`src/rtl/spi_reg_bank.sv`:
```
// SPI mode-0 target holding the five PWM control registers.
// SPI pins are oversampled by clk; writes land on the ncs rise that closes a frame.
//
// state  | meaning
// IDLE   | waiting for an armed ncs fall
// SHIFT  | frame active, shifting copi on sclk rises, driving cipo on falls
// COMMIT | one cycle: apply a valid write, then back to IDLE
module spi_reg_bank #(
   parameter int         SYNC_STAGES = 2,
   parameter logic [6:0] MAX_ADDR    = 7'h04
) (
   input  logic       clk,
   input  logic       rst_n,
   input  logic       sclk,
   input  logic       ncs,
   input  logic       copi,
   output logic       cipo,
   output logic       cipo_oe,
   output logic [7:0] en_reg_out_7_0,
   output logic [7:0] en_reg_out_15_8,
   output logic [7:0] en_reg_pwm_7_0,
   output logic [7:0] en_reg_pwm_15_8,
   output logic [7:0] pwm_duty_cycle
);

   typedef enum logic [1:0] {
      IDLE   = 2'd0,
      SHIFT  = 2'd1,
      COMMIT = 2'd2
   } state_t;

   state_t state_q, state_d;

   logic [SYNC_STAGES-1:0] sclk_sync, ncs_sync, copi_sync, vld_sync;
   logic                   sclk_s, ncs_s, copi_s, sync_vld;
   logic                   sclk_d, ncs_d;
   logic                   sclk_rise, sclk_fall, ncs_rise, ncs_fall;
   logic                   armed;

   logic [15:0] shift_q;
   logic [15:0] shift_nxt;
   logic [4:0]  bit_cnt;
   logic        overrun;
   logic [7:0]  tx_q;
   logic        cipo_q;
   logic [7:0]  regs [5];
   logic [7:0]  rd_data;
   logic        commit_ok;

   // vld_sync fills with ones after reset so that arming only trusts real pin samples,
   // not the reset values still sitting in the ncs synchronizer.
   always_ff @(posedge clk or negedge rst_n) begin
      if (!rst_n) begin
         sclk_sync <= '0;
         ncs_sync  <= '1;
         copi_sync <= '0;
         vld_sync  <= '0;
         sclk_d    <= 1'b0;
         ncs_d     <= 1'b1;
         armed     <= 1'b0;
      end else begin
         sclk_sync <= {sclk_sync[SYNC_STAGES-2:0], sclk};
         ncs_sync  <= {ncs_sync[SYNC_STAGES-2:0], ncs};
         copi_sync <= {copi_sync[SYNC_STAGES-2:0], copi};
         vld_sync  <= {vld_sync[SYNC_STAGES-2:0], 1'b1};
         sclk_d    <= sclk_s;
         ncs_d     <= ncs_s;
         if (sync_vld && ncs_s)
            armed <= 1'b1;
      end
   end

   assign sclk_s    = sclk_sync[SYNC_STAGES-1];
   assign ncs_s     = ncs_sync[SYNC_STAGES-1];
   assign copi_s    = copi_sync[SYNC_STAGES-1];
   assign sync_vld  = vld_sync[SYNC_STAGES-1];
   assign sclk_rise = sclk_s & ~sclk_d;
   assign sclk_fall = ~sclk_s & sclk_d;
   assign ncs_rise  = ncs_s & ~ncs_d;
   assign ncs_fall  = ~ncs_s & ncs_d;

   always_ff @(posedge clk or negedge rst_n) begin
      if (!rst_n) state_q <= IDLE;
      else        state_q <= state_d;
   end

   always_comb begin
      state_d = state_q;
      case (state_q)
         IDLE:    if (ncs_fall && armed) state_d = SHIFT;
         SHIFT:   if (ncs_rise) state_d = COMMIT;
         COMMIT:  state_d = IDLE;
         default: state_d = IDLE;
      endcase
   end

   assign shift_nxt = {shift_q[14:0], copi_s};

   // Read mux addressed by the address bits as they stand after the 8th sclk rise.
   always_comb begin
      rd_data = 8'h00;
      if (shift_nxt[6:0] <= MAX_ADDR) begin
         for (int i = 0; i < 5; i++)
            if (shift_nxt[6:0] == 7'(i)) rd_data = regs[i];
      end
   end

   always_ff @(posedge clk or negedge rst_n) begin
      if (!rst_n) begin
         shift_q <= '0;
         bit_cnt <= '0;
         overrun <= 1'b0;
         tx_q    <= '0;
         cipo_q  <= 1'b0;
      end else if (state_q == IDLE && state_d == SHIFT) begin
         shift_q <= '0;
         bit_cnt <= '0;
         overrun <= 1'b0;
         tx_q    <= '0;
         cipo_q  <= 1'b0;
      end else if (state_q == SHIFT) begin
         if (sclk_rise) begin
            if (bit_cnt == 5'd16) begin
               overrun <= 1'b1;
            end else begin
               shift_q <= shift_nxt;
               bit_cnt <= bit_cnt + 5'd1;
               if (bit_cnt == 5'd7 && !shift_nxt[7])
                  tx_q <= rd_data;
            end
         end
         if (sclk_fall && bit_cnt >= 5'd8 && bit_cnt <= 5'd15) begin
            cipo_q <= tx_q[7];
            tx_q   <= {tx_q[6:0], 1'b0};
         end
      end
   end

   assign commit_ok = (bit_cnt == 5'd16) && !overrun && shift_q[15] &&
                      (shift_q[14:8] <= MAX_ADDR);

   always_ff @(posedge clk or negedge rst_n) begin
      if (!rst_n) begin
         for (int i = 0; i < 5; i++) regs[i] <= 8'h00;
      end else if (state_q == COMMIT && commit_ok) begin
         for (int i = 0; i < 5; i++)
            if (shift_q[14:8] == 7'(i)) regs[i] <= shift_q[7:0];
      end
   end

   assign cipo            = (state_q == SHIFT) & cipo_q;
   assign cipo_oe         = (state_q == SHIFT);
   assign en_reg_out_7_0  = regs[0];
   assign en_reg_out_15_8 = regs[1];
   assign en_reg_pwm_7_0  = regs[2];
   assign en_reg_pwm_15_8 = regs[3];
   assign pwm_duty_cycle  = regs[4];

endmodule

```
`config.mk`:
```
export PLATFORM = sky130hd
export DESIGN_NAME = spi_reg_bank
export DESIGN_NICKNAME = d
export VERILOG_FILES = /design/src/rtl/spi_reg_bank.sv
export SDC_FILE = /design/constraint.sdc
export NUM_CORES = 1
export LEC_CHECK = 0
export ABC_AREA = 1
export CAP_MARGIN = 0
export CORE_MARGIN = 3
export CORE_UTILIZATION = 51
export CTS_BUF_LIST = sky130_fd_sc_hd__clkbuf_16
export DETAILED_ROUTE_END_ITERATION = 7
export MAX_ROUTING_LAYER = met4
export PLACE_DENSITY = 0.76
export SLEW_MARGIN = 10
export SYNTH_ARGS = -nofsm -noshare
export SYNTH_HDL_FRONTEND = slang
export SYNTH_SLANG_ARGS = --single-unit
```
`constraint.sdc`:
```
create_clock -name clk -period 1.6 [get_ports clk]
set_input_delay 0.32 -clock clk [delete_from_list [all_inputs] [get_ports clk]]
set_output_delay 0.32 -clock clk [all_outputs]
set_load 0.1 [all_outputs]
```
==> impl_results.md <==
* Setup TNS at -2.91 ns
* Largest family of logic cells by synthesized area: simple AND/OR/NAND/NOR gates
* Number of CTS-inserted buffers at 9
* Worst Path Arrival at 2.05 ns
* Initial antenna violation count at 0
* Pre-CTS WS at -0.141 ns
* Top FF cell, synth: dfrtp_1
* Met3 Use GR at 3.44%
* Initial Util at 52.9%
* Final WS setup at -0.164 ns
* Vias in the first global route at 3,806
* WHS at 0.349 ns
* Period utilization at 110%
* Crit. End Element: register
* Peak VDD IR at 0.000658 V
* Clock Path Buffers at 2
* Core area at 0.00777 sq mm
* Skew-Pair Late Insertion Delay at 0.34 ns
* Routed vias/inst at 5.77
* Diode count at 0
* Asr flop ratio synth at 100%
* Post-Synth Adder-Cell Area at 0.913%
* Pleak at 3.05 nW
* Multi-input gate area at 0.00194 sq mm
* GR Util All Layers at 27.1%
* Post-synthesis compound-gate area fraction at 10.6%
* Fill cells at 462
* Largest net degree at the start of global routing at 38
* YS warnings at 0
* Register area share after synthesis at 51.2%
* Layout area overhead at 47.9%
* HPWL after detailed placement at 8050 microns
* Crit path required time at 1.89 ns
* Nets@finish at 605
* Initial DRC count at 328
* First-pass DRT Iterations at 6
* Yosys reg bits at 84
* Outcome: complete, but fails checks
* # H-tree levels at 3
* RSZ-0062 raised after global routing: true
* Core Util, Final at 78.3%
* F_max at 567 MHz
* Grt ovf at 0
* Post-route ant nets at 0
* Synth Area in Simple Gates at 29.1%
* TritonCTS Sinks at 84
* Yosys cell types at 36
* Die width at 95.8 microns
* Synth Area per Inst at 8.26 sq um
* Post-synthesis mux area share at 0%
* FF+latch area at 0.00211 sq mm
* Min cycle time layout at 1.76 ns
* Die height at 95.8 microns
* Layout cells sized above 1 at 34.4%
* Drt wl/cell at 18.0 microns
* CTS tree: done
* Root Driver: clkbuf_16
* GRT Max-Usage Layer: met2
* Die area at 0.00917 sq mm
* Via count at 4,064
* Xor/xnor share of the synthesized area at 0%
* Final Skew at 0.00835 ns
* Final WL at 12,700 microns
* Max Cap Violations at 0
* Power per cell area at 882 mW/mm^2
* Number of remaining DRC errors at 0
* Num rows at 32
* EDFF count, synth at 0
* Mapped Area at 0.00411 sq mm
* Io pins at 47
* Met1 GRT Util at 32.6%
* Final Hold Vio Count at 0
* Setup-failing EPs final at 51
* Worst Hold Class: register to register
* Clock-pin transition on the worst setup and hold timing paths at 0.07 ns
* Worst Path Max Fanout at 8
* CP Launch Type: register
* Failing checks: negative setup slack
* RD Place Congestion at 0.932
* PortBufs at 46
* Met2 Resource Use GR at 44.1%
* Placed Area at 0.00535 sq mm
* Post-route cell area at 0.00608 sq mm
* Final Max Tran Viols at 0
* Syn_nets at 506
* Synth Instances at 498
* First-pass GRT wire length at 18,300 microns
* Critical path type: register to register
## report_power, final
| group | total (mW) | internal [mW] | switching, mW |
|---|---|---|---|
| Sequential | 2.35 | 2.24 | 0.106 |
| Clock | 2.11 | 1.22 | 0.888 |
| Combinational | 0.904 | 0.349 | 0.555 |
| Total | 5.36 | 3.81 | 1.55 |
## cells by family (layout without fill, tap and decap cells)
family	after synthesis	count (layout)
other cells	1	1
flops	84	84
buf+inv	77	179
simple gates	256	258
fa+ha+maj	3	3
compound gates	77	77
## metrics by stage
step	total power [mW]	cells
5_1_grt	5.54	704
3_5_place_dp	3.16	669
3_3_place_gp	3.13	669
4_1_cts	5.31	689
2_1_floorplan	2.82	498
6_report	5.36	704
## Yosys cell counts (3+ instances only)
| cell type | instances | area, sq um |
|---|---|---|
| a21oi_1 | 11 | 55.1 |
| dfstp_2 | 3 | 78.8 |
| nand3_1 | 52 | 260 |
| buf_2 | 5 | 25.0 |
| ha_1 | 3 | 37.5 |
| nor2_4 | 3 | 33.8 |
| nand2_2 | 10 | 62.6 |
| o21ai_1 | 27 | 135 |
| nor2_2 | 11 | 68.8 |
| nor3_1 | 5 | 25.0 |
| dfrtp_1 | 81 | 2030 |
| nand4_1 | 4 | 25.0 |
| o21ai_2 | 7 | 61.3 |
| o31ai_1 | 3 | 22.5 |
| nor2_1 | 26 | 97.6 |
| inv_1 | 58 | 218 |
| o21ai_0 | 22 | 110 |
| inv_2 | 7 | 26.3 |
| nand2_1 | 137 | 514 |
| buf_6 | 4 | 45.0 |
## critical path, stage by stage (launching register included)
cell     delay, ns
dfrtp_1       0.40
ha_2          0.22
nand2_2       0.07
nor2_2        0.12
ha_2          0.19
inv_2         0.04
nand2_4       0.07
nand2_4       0.08
nand3_2       0.09
nand2_2       0.08
nor2_4        0.19
nand2_1       0.11
nand2_1       0.07
## final timing paths
kind / end / slack (ns) / depth (start not counted) / startpoint
max reg2reg: tx_q[4]$_DFFE_PN0P_ / -0.16 / 12 / bit_cnt[0]$_DFFE_PN0P_
min reg2reg: copi_sync[1]$_DFF_PN0_ / 0.35 / 0 / copi_sync[0]$_DFF_PN0_
min: copi_sync[1]$_DFF_PN0_ / 0.35 / 0 / copi_sync[0]$_DFF_PN0_
min in group asynchronous: en_reg_out_15_8[1]$_DFFE_PN0P_ / 0.43 / 2 / rst_n
max in group asynchronous: ncs_d$_DFF_PN1_ / 0.63 / 3 / rst_n
max: tx_q[4]$_DFFE_PN0P_ / -0.16 / 12 / bit_cnt[0]$_DFFE_PN0P_
## metal layers
layer | vias to the layer above | routed length [microns]
met2 | 240 | 6430
met3 | 55 | 986
met4 | 0 | 607
met1 | 1961 | 4670
li1 | 1808 | -
met5 | - | 0
## registers in the layout, indices dropped and copies added (netlist names), 5 cells and up
register and count:
bit_cnt 5, en_reg_out_15_8 8, en_reg_out_7_0 8, en_reg_pwm_15_8 8, en_reg_pwm_7_0 8, pwm_duty_cycle 8, shift_q 16, tx_q 8
## placed cells by master, fill, tap and decap left out, types with 2 or more instances in the layout
cell / count
a21oi_1: 11
buf_6: 6
nand2_8: 4
buf_4: 40
nor2_4: 4
nand2_1: 128
clkbuf_16: 9
dfrtp_1: 79
nand2_4: 5
nor2_1: 21
nand2_2: 12
nor2_2: 15
inv_4: 2
o31ai_1: 3
o21ai_0: 20
dfstp_2: 3
inv_1: 54
o21ai_1: 14
nor3_2: 4
o21ai_2: 22
nand4_4: 2
clkinv_2: 2
nand4_1: 4
clkdlybuf4s50_1: 3
clkinvlp_4: 2
nor3_4: 3
inv_6: 2
nand3_2: 2
buf_12: 47
dfrtp_2: 2
inv_2: 9
ha_2: 2
nand3_1: 50
## cell type report
cell class                 count  share of cell area [%]
sequential                    84                    34.7
tap                          102                    2.10
clock inverter                 7                    1.23
timing repair buffer          97                    22.2
inverter                      66                    4.24
clock buffer                   9                    3.70
multi-input combinational    339                    31.9
## what timing repair did
item                       4_1_cts  5_1_grt
setup endpoints to repair       70       64
pin swaps                       17       15
buffers inserted                 3       13
gates resized for setup         29       40
hold buffers                     1        0
hold endpoints to repair        21        0
gates cloned                     0        2
(Power assumes the default switching activity.)
